### src/rtl/uart_pkg.sv
// Shared types and helpers for the UART transmit path (and a future receiver).
package uart_pkg;

    typedef enum logic [2:0] {
        IDLE,
        START,
        DATA,
        PARITY,
        STOP
    } state_t;

    localparam int PAR_NONE = 0;
    localparam int PAR_ODD  = 1;
    localparam int PAR_EVEN = 2;

    // Clock cycles per line bit; integer truncation is intentional.
    function automatic int clks_per_bit(input int clk_hz, input int baud);
        return clk_hz / baud;
    endfunction

endpackage

### src/rtl/uart_baud_gen.sv
// Bit timer: counts 0..CLKS_PER_BIT-1 while enabled and flags the last cycle of each bit.
module uart_baud_gen #(
    parameter int CLKS_PER_BIT = 434
) (
    input  logic i_clk,
    input  logic i_rst_n,
    input  logic i_restart,
    input  logic i_enable,
    output logic o_bit_end
);

    localparam int TW = (CLKS_PER_BIT < 2) ? 1 : $clog2(CLKS_PER_BIT);

    logic [TW-1:0] r_timer;
    logic          w_at_last;

    assign w_at_last = (r_timer == TW'(CLKS_PER_BIT - 1));
    assign o_bit_end = i_enable && !i_restart && w_at_last;

    // Timer: held at zero on restart, wraps to zero at the end of every bit.
    always_ff @(posedge i_clk or negedge i_rst_n) begin
        if (!i_rst_n) begin
            r_timer <= '0;
        end else if (i_restart) begin
            r_timer <= '0;
        end else if (i_enable) begin
            if (w_at_last) begin
                r_timer <= '0;
            end else begin
                r_timer <= r_timer + TW'(1);
            end
        end
    end

endmodule

### src/rtl/uart_tx_frame.sv
// Parametrised UART transmitter: 5..9 data bits, optional parity, 1 or 2 stop bits,
// with a one-entry holding register so frames can go out back-to-back.
module uart_tx_frame
    import uart_pkg::*;
#(
    parameter int CLK_HZ      = 50_000_000,
    parameter int BAUD_RATE   = 115_200,
    parameter int DATA_BITS   = 8,
    parameter int PARITY_MODE = 0,
    parameter int STOP_BITS   = 1
) (
    input  logic                 clk,
    input  logic                 rst_n,
    input  logic                 tx_valid,
    input  logic [DATA_BITS-1:0] tx_data,
    output logic                 tx_ready,
    output logic                 txd,
    output logic                 tx_busy,
    output logic                 frame_done
);

    localparam int CLKS_PER_BIT = clks_per_bit(CLK_HZ, BAUD_RATE);
    localparam int CNT_W        = 4;

    if (CLKS_PER_BIT < 2) begin : g_chk_cpb
        $fatal(1, "uart_tx_frame: CLKS_PER_BIT must be >= 2");
    end
    if (DATA_BITS < 5 || DATA_BITS > 9) begin : g_chk_db
        $fatal(1, "uart_tx_frame: DATA_BITS must be 5..9");
    end
    if (PARITY_MODE < PAR_NONE || PARITY_MODE > PAR_EVEN) begin : g_chk_par
        $fatal(1, "uart_tx_frame: PARITY_MODE must be 0..2");
    end
    if (STOP_BITS != 1 && STOP_BITS != 2) begin : g_chk_stop
        $fatal(1, "uart_tx_frame: STOP_BITS must be 1 or 2");
    end

    state_t               r_state;
    logic [DATA_BITS-1:0] r_shift;
    logic [DATA_BITS-1:0] r_hold;
    logic                 r_hold_full;
    logic                 r_parity;
    logic                 r_txd;
    logic [CNT_W-1:0]     r_bit_cnt;

    logic w_bit_end;
    logic w_handshake;
    logic w_last_data;
    logic w_last_stop;
    logic w_idle;

    // Parity bit over exactly DATA_BITS bits of the byte.
    function automatic logic calc_parity(input logic [DATA_BITS-1:0] d);
        return (PARITY_MODE == PAR_EVEN) ? ^d : ~^d;
    endfunction

    assign w_idle      = (r_state == IDLE);
    assign w_handshake = tx_valid && !r_hold_full;
    assign w_last_data = (r_bit_cnt == CNT_W'(DATA_BITS - 1));
    assign w_last_stop = (STOP_BITS == 1) || (r_bit_cnt == CNT_W'(1));

    assign tx_ready   = !r_hold_full;
    assign txd        = r_txd;
    assign tx_busy    = !w_idle;
    assign frame_done = (r_state == STOP) && w_last_stop && w_bit_end;

    uart_baud_gen #(
        .CLKS_PER_BIT(CLKS_PER_BIT)
    ) u_baud (
        .i_clk    (clk),
        .i_rst_n  (rst_n),
        .i_restart(w_idle),
        .i_enable (!w_idle),
        .o_bit_end(w_bit_end)
    );

    // Frame FSM with shift register, hold register and registered line output.
    always_ff @(posedge clk or negedge rst_n) begin
        if (!rst_n) begin
            r_state     <= IDLE;
            r_shift     <= '0;
            r_hold      <= '0;
            r_hold_full <= 1'b0;
            r_parity    <= 1'b0;
            r_txd       <= 1'b1;
            r_bit_cnt   <= '0;
        end else begin
            if (w_handshake && !w_idle) begin
                r_hold      <= tx_data;
                r_hold_full <= 1'b1;
            end

            case (r_state)
                IDLE: begin
                    r_bit_cnt <= '0;
                    if (r_hold_full) begin
                        r_shift     <= r_hold;
                        r_parity    <= calc_parity(r_hold);
                        r_hold_full <= 1'b0;
                        r_txd       <= 1'b0;
                        r_state     <= START;
                    end else if (w_handshake) begin
                        r_shift  <= tx_data;
                        r_parity <= calc_parity(tx_data);
                        r_txd    <= 1'b0;
                        r_state  <= START;
                    end
                end

                START: begin
                    if (w_bit_end) begin
                        r_txd     <= r_shift[0];
                        r_shift   <= r_shift >> 1;
                        r_bit_cnt <= '0;
                        r_state   <= DATA;
                    end
                end

                DATA: begin
                    if (w_bit_end) begin
                        if (w_last_data) begin
                            r_bit_cnt <= '0;
                            if (PARITY_MODE != PAR_NONE) begin
                                r_txd   <= r_parity;
                                r_state <= PARITY;
                            end else begin
                                r_txd   <= 1'b1;
                                r_state <= STOP;
                            end
                        end else begin
                            r_txd     <= r_shift[0];
                            r_shift   <= r_shift >> 1;
                            r_bit_cnt <= r_bit_cnt + CNT_W'(1);
                        end
                    end
                end

                PARITY: begin
                    if (w_bit_end) begin
                        r_txd     <= 1'b1;
                        r_bit_cnt <= '0;
                        r_state   <= STOP;
                    end
                end

                STOP: begin
                    if (w_bit_end) begin
                        if (w_last_stop) begin
                            r_bit_cnt <= '0;
                            if (r_hold_full) begin
                                r_shift     <= r_hold;
                                r_parity    <= calc_parity(r_hold);
                                r_hold_full <= 1'b0;
                                r_txd       <= 1'b0;
                                r_state     <= START;
                            end else begin
                                r_txd   <= 1'b1;
                                r_state <= IDLE;
                            end
                        end else begin
                            r_bit_cnt <= r_bit_cnt + CNT_W'(1);
                        end
                    end
                end

                default: begin
                    r_txd   <= 1'b1;
                    r_state <= IDLE;
                end
            endcase
        end
    end

endmodule

### config.mk
export PLATFORM = sky130hd
export DESIGN_NAME = uart_tx_frame
export DESIGN_NICKNAME = d
export VERILOG_FILES = /design/src/rtl/uart_pkg.sv /design/src/rtl/uart_baud_gen.sv /design/src/rtl/uart_tx_frame.sv
export SDC_FILE = /design/constraint.sdc
export NUM_CORES = 1
export LEC_CHECK = 0
export ABC_AREA = 1
export BUFFER_PORTS_ARGS = -buffer_cell sky130_fd_sc_hd__buf_2
export CAP_MARGIN = 30
export CORE_AREA = 2 2 77 60
export CTS_BUF_LIST = sky130_fd_sc_hd__clkbuf_16
export DETAILED_ROUTE_END_ITERATION = 8
export DIE_AREA = 0 0 79 62
export GPL_TIMING_DRIVEN = 0
export PLACE_DENSITY_LB_ADDON = 0.08
export SYNTH_ARGS = -nofsm -noshare
export SYNTH_HDL_FRONTEND = slang
export SYNTH_SLANG_ARGS = --single-unit
### constraint.sdc
create_clock -name clk -period 1.95 [get_ports clk]
set_input_delay 0.2925 -clock clk [delete_from_list [all_inputs] [get_ports clk]]
set_output_delay 0.2925 -clock clk [all_outputs]
set_load 0.01 [all_outputs]
==> results of run 1 <==
[cell type report]
type	count	area, um2
tap	57	71.3
timing repair buffer	14	70.1
fill	413	1950
inverter	35	139
multi-input combinational	192	991
clock inverter	3	37.5
clock buffer	5	125
sequential	34	852
buffer	4	23.8
[sequential cells by signal (all words and copies together) (netlist names)]
signal,flops
r_bit_cnt,4
r_hold,8
u_baud.r_timer,9
r_state,3
r_hold_full,1
txd,1
r_shift,8
[cell families (layout without fill, tap and decap cells)]
family	Yosys count	count (layout)	synth area share [%]
xor+xnor	1	1	0.437
flops	34	34	42.5
fa+ha+maj	3	3	1.87
buf+inv	39	61	8.11
simple gates	153	153	38.2
compound gates	35	35	8.86
[Yosys cell counts]
cell | count | area, um2
o21ai_0 | 22 | 110
a21oi_1 | 10 | 50.1
inv_2 | 4 | 15.0
dfrtp_1 | 33 | 826
nor3_1 | 4 | 20.0
nand3_1 | 8 | 40.0
a22oi_1 | 1 | 7.51
nand2_4 | 3 | 33.8
buf_4 | 2 | 15.0
nand2_8 | 1 | 20.0
dfstp_2 | 1 | 26.3
inv_1 | 28 | 105
nor2_8 | 1 | 20.0
xnor2_1 | 1 | 8.76
nand2_2 | 4 | 25.0
buf_2 | 1 | 5.00
nand4_1 | 2 | 12.5
nand3_2 | 3 | 30.0
or2_2 | 1 | 6.26
nor2_2 | 3 | 18.8
inv_4 | 3 | 18.8
ha_1 | 3 | 37.5
nor2_4 | 4 | 45.0
o21ai_1 | 2 | 10.0
nor2_1 | 24 | 90.1
nand3_4 | 3 | 52.6
clkbuf_1 | 1 | 3.75
nand2_1 | 90 | 338
nor3b_1 | 2 | 15.0
[metrics by stage]
| step | cell area [um2] | std cells |
|---|---|---|
| global route | 2310 | 344 |
| finish | 2310 | 344 |
| CTS | 2310 | 344 |
| global placement | 2150 | 336 |
| floorplan | 2010 | 265 |
| detailed placement | 2150 | 336 |
[power by group through the flow]
stage	sequential, W	combinational, W	clock [W]
finish	0.000706	0.0000289	0.000864
global route	0.000706	0.0000348	0.000925
CTS	0.000706	0.0000304	0.000881
detailed placement	0.000718	0.0000304	0
global placement	0.000718	0.0000303	0
floorplan	0.000719	0.00000380	0
[placed cells by master (no fill, tap or decap)]
master,count
buf_4,2
inv_4,3
clkbuf_16,5
nand4_1,2
nor2_2,3
xnor2_1,1
o21ai_0,22
dfrtp_1,33
nor2_8,1
nand3_4,3
nor2_4,4
ha_1,3
dfstp_2,1
inv_1,30
a22oi_1,1
a21oi_1,10
nand2_1,90
nand2_8,1
nand3_2,3
nand3_1,8
buf_2,15
nand2_4,3
nor2_1,24
clkbuf_1,1
or2_2,1
bufinv_16,1
inv_2,4
nand2_2,4
nor3b_1,2
nor3_1,4
o21ai_1,2
[worst max-delay path by stage]
stage                                   from                endpoint  slack, ps  cells after the start
CTS                   r_state[0]$_DFFE_PN0P_              frame_done        150                      5
global route          r_state[0]$_DFFE_PN0P_              frame_done         60                      5
global placement    r_bit_cnt[0]$_DFFE_PN0P_  r_shift[3]$_DFFE_PN0P_        420                      9
detailed placement  r_bit_cnt[0]$_DFFE_PN0P_  r_shift[5]$_DFFE_PN0P_        400                      9
floorplan             r_state[0]$_DFFE_PN0P_              frame_done        560                      4
finish                r_state[0]$_DFFE_PN0P_              frame_done        160                      5
[worst max-delay path, cell delays in order, from the launching register on]
cell	delay (ps)
dfrtp_1	460
nor2_4	210
nand2_1	140
buf_4	190
nor2_1	90
buf_2	130
[metal layers]
layer,up-vias,share of wire (%),track usage [%]
met1,696,58,29.6
met4,0,0.96,7.39
met2,20,38,24.7
met5,-,0,0
li1,875,-,-
met3,2,3.2,4.77
==> flow_summary.yaml, run 1 <==
clock_tree:
  cts_tree: "yes"
  cts_resized: 0
  holdBufCountCts: 0
  cts.htree.levels: 2
  clock-sinks: 34
  cts-root-buf: "clkbuf_16"
  clk_pin_slew_worst_paths_ps: 50
  clk_latency_ps: 270
  cts_inserted_buffers: 5
  postCtsSetupBuffers: 0
  clockBufferDepth: 2
drt:
  firstDrtPassIters: 4
  ant_nets: 0
  drtIter0Drc: 141
  route.detailed.drc: 0
  dr_total_vias: 1593
  routed_wl_um: 3980
  wl_per_cell_um: 11.6
  viasPerCell: 4.63
logic_synthesis:
  yosysSeqAreaShare_pct: 42.5
  synth-seq-cells: 34
  synth_fp_nets: 279
  synthCells: 265
  synth.avg_cell_area_um2: 7.57
  ys_types: 29
  ys_warn_count: 0
  synth_area_mm2: 0.00201
sta:
  hold_violations: 0
  tightest_slew_ps: 765
  finalCriticalPeriod_ps: 1790
  setup_tns_ps: 0
  rsz0062_at_grt: "no"
  setup_ws_ps: 160
  setup_violations: 0
  fin_skew_ps: 4.15
  slew_headroom_pct: 49.0
  fmax_ghz: 0.559
  whs_ps: 95.0
  finalCritPeriodShare_pct: 91.8
  drv_slew: 0
critical_path:
  rrSetupSlack_ps: 390
  ff2ff_path_depth: 9
  crit-reg2reg-capture: "r_shift[1]$_DFFE_PN0P_"
  cp_max_fo: 10
  cp-start-kind: "flip-flop"
  r2r_start: "r_bit_cnt[0]$_DFFE_PN0P_"
  worstSetupPathType: "reg2out"
  required_ps: 1660
  worstPathArrival_ps: 1500
  critPathCaptureType: "output port"
global_routing:
  grt_pass1_wl_um: 6940
  grt_pass1_vias: 1465
  track_usage_pct: 19.0
  grt_max_degree: 35
  antenna_found_initial: 0
  grt_overflow: 0
final_layout:
  nNetsFinal: 300
  n_antenna_cell: 0
  drive_gt1_share_pct: 18.8
  syn2layout_area_growth_pct: 15.2
  post-route-util_pct: 54.3
pwr:
  ir_drop_mv: 0.413
  leakage_nw: 1.17
  pwr-share-clk_pct: 54.0
  p_sw_w: 0.000292
  comb_power_share_pct: 1.8
  p_per_area_mw_per_mm2: 692
  sw_frac_of_total_pct: 18.3
  power.total_w: 0.00160
  pwr-share-seq_pct: 44.2
  intPower_w: 0.00131
flow_run:
  drv_cap: 0
floorplanning:
  io_pins: 15
  die_h_um: 62
  die_area_mm2: 0.00490
  start_util_pct: 47.1
  rows: 21
  coreArea_mm2: 0.00426
  die_w_um: 79
place:
  dpl_worst_slack_ps: 403
  place_hpwl_um: 2910
  io_buffers: 14
  place.gp.congestion: 0.782
worst_hold_path:
  worstHoldPathType: "in2async"
outcome:
  outcome: "finished, final reports clean"
(Power assumes the default switching activity.)
==> run 2: changes to the inputs <==
Settings changed: CORE_AREA 2 2 77 60 to 2 2 75 59, DIE_AREA 0 0 79 62 to 0 0 77 61, PLACE_DENSITY from default to 0.69, PLACE_DENSITY_LB_ADDON 0.08 to default.
==> run 2 against run 1 <==
Effect of this change:
- clock power is 0.5% higher
- largest cell class unchanged
- via count increased by 0.56%
- critical path depth did not move
- first-iteration DRC count shrank 44%
- final cell count fell by 0.87%
- total power is 0.23% higher
==> flow_summary.yaml, run 2 (same netlist as run 1, synthesis figures left out) <==
pwr:
  pwr-share-clk_pct: 54.2
  intPower_w: 0.00130
  pwr-share-seq_pct: 44.1
  ir_drop_mv: 0.485
  leakage_nw: 1.16
  p_per_area_mw_per_mm2: 696
  p_sw_w: 0.000298
  sw_frac_of_total_pct: 18.6
  comb_power_share_pct: 1.7
global_routing:
  antenna_found_initial: 0
  track_usage_pct: 18.6
  grt_overflow: 0
  grt_pass1_wl_um: 6700
  grt_pass1_vias: 1485
  grt_max_degree: 35
drt:
  ant_nets: 0
  drtIter0Drc: 79
  met2RoutedLength_um: 1440
  met3_length_um: 122
  wl_per_cell_um: 11.1
  wl_met1_um: 2150
  route.detailed.drc: 0
  firstDrtPassIters: 4
  viasPerCell: 4.70
  dr_total_vias: 1602
  top_layer: "met4"
  routed_wl_um: 3780
flow_run:
  drv_cap: 0
clock_tree:
  clock-sinks: 34
  postCtsSetupBuffers: 0
  holdBufCountCts: 0
  cts_tree: "yes"
  cts_resized: 0
  cts_inserted_buffers: 5
  cts-root-buf: "clkbuf_16"
  cts.htree.levels: 2
  clk_pin_slew_worst_paths_ps: 50
  clk_latency_ps: 280
  clockBufferDepth: 2
final_layout:
  reg_top3: "u_baud.r_timer: 9 flops, r_hold: 8 flops, r_shift: 8 flops"
  final_cell_mix: "90 x nand2_1, 33 x dfrtp_1, 28 x inv_1"
  syn2layout_area_growth_pct: 14.8
  nNetsFinal: 300
  final_common_cell: "nand2_1"
  regMostFlops: "u_baud.r_timer"
  drive_gt1_share_pct: 18.9
  fin_cells: 341
  n_antenna_cell: 0
  largest_register_ff_count: 9
floorplanning:
  die_area_mm2: 0.00470
  rows: 20
  start_util_pct: 50.7
  coreArea_mm2: 0.00395
  io_pins: 15
  die_w_um: 77
  die_h_um: 61
place:
  place_hpwl_um: 2790
  io_buffers: 14
  place.gp.congestion: 0.840
  placed_cells: 334
critical_path:
  worstPathArrival_ps: 1510
  crit_path_start: "r_state[0]$_DFFE_PN0P_"
  ff2ff_path_depth: 9
  required_ps: 1660
  rrSetupSlack_ps: 430
  critPathCaptureType: "output port"
  cp_max_fo: 10
  worstSetupPathType: "reg2out"
  r2r_start: "r_bit_cnt[0]$_DFFE_PN0P_"
  crit-reg2reg-capture: "r_shift[6]$_DFFE_PN0P_"
  cp-start-kind: "flip-flop"
sta:
  rsz0062_at_grt: "no"
  finalCriticalPeriod_ps: 1800
  fin_skew_ps: 4.33
  slew_headroom_pct: 50.5
  tightest_slew_ps: 742
  setup_tns_ps: 0
  hold_violations: 0
  drv_slew: 0
  setup_violations: 0
  finalCritPeriodShare_pct: 92.3
  fmax_ghz: 0.556
worst_hold_path:
  worstHoldPathType: "in2async"
outcome:
  outcome: "finished, final reports clean"
-- run 2: layout make-up --
cell class | instances | area, um2
Buffer | 4 | 23.8
Clock buffer | 5 | 125
Clock inverter | 2 | 33.8
Fill cell | 392 | 1650
Inverter | 35 | 139
Multi-Input combinational cell | 192 | 991
Sequential cell | 34 | 852
Tap cell | 55 | 68.8
Timing Repair Buffer | 14 | 70.1
-- run 2: power groups by stage --
stage	registers, W	logic, W	clock network (W)
floorplan	0.000719	0.00000380	0
global placement	0.000718	0.0000297	0
detailed placement	0.000718	0.0000297	0
CTS	0.000706	0.0000300	0.000880
global route	0.000706	0.0000339	0.000903
finish	0.000706	0.0000280	0.000868
-- run 2: worst max path at each step --
stage                             endpoint  slack [ps]  cells after the start
floorplan                       frame_done         560                      4
global placement                frame_done         430                      5
detailed placement  r_shift[1]$_DFFE_PN0P_         430                      9
CTS                             frame_done         130                      5
global route                    frame_done          70                      5
finish                          frame_done         150                      5
-- run 2: stage by stage --
stage | power, W | setup slack [ps] | area, um2 | utilization (%) | hold WS [ps]
floorplan | 0.000722 | 557 | 2010 | - | -3.09
global placement | 0.000748 | 427 | 2140 | 54.2 | 409
detailed placement | 0.000748 | 428 | 2140 | 54.2 | 411
CTS | 0.00162 | 131 | 2300 | 58.3 | 122
global route | 0.00164 | 65.5 | 2300 | 58.3 | 171
finish | 0.00160 | 150 | 2300 | 58.3 | 79.6
-- run 2: critical path, stage by stage (launching register included) --
cell	delay [ps]
dfrtp_1	470
nor2_4	210
nand2_1	130
buf_4	190
nor2_1	100
buf_2	130
-- run 2: layer usage --
layer,vias up,track usage (%)
li1,863,-
met1,715,27.9
met2,17,25.9
met3,7,4.76
met4,0,6.89
met5,-,0
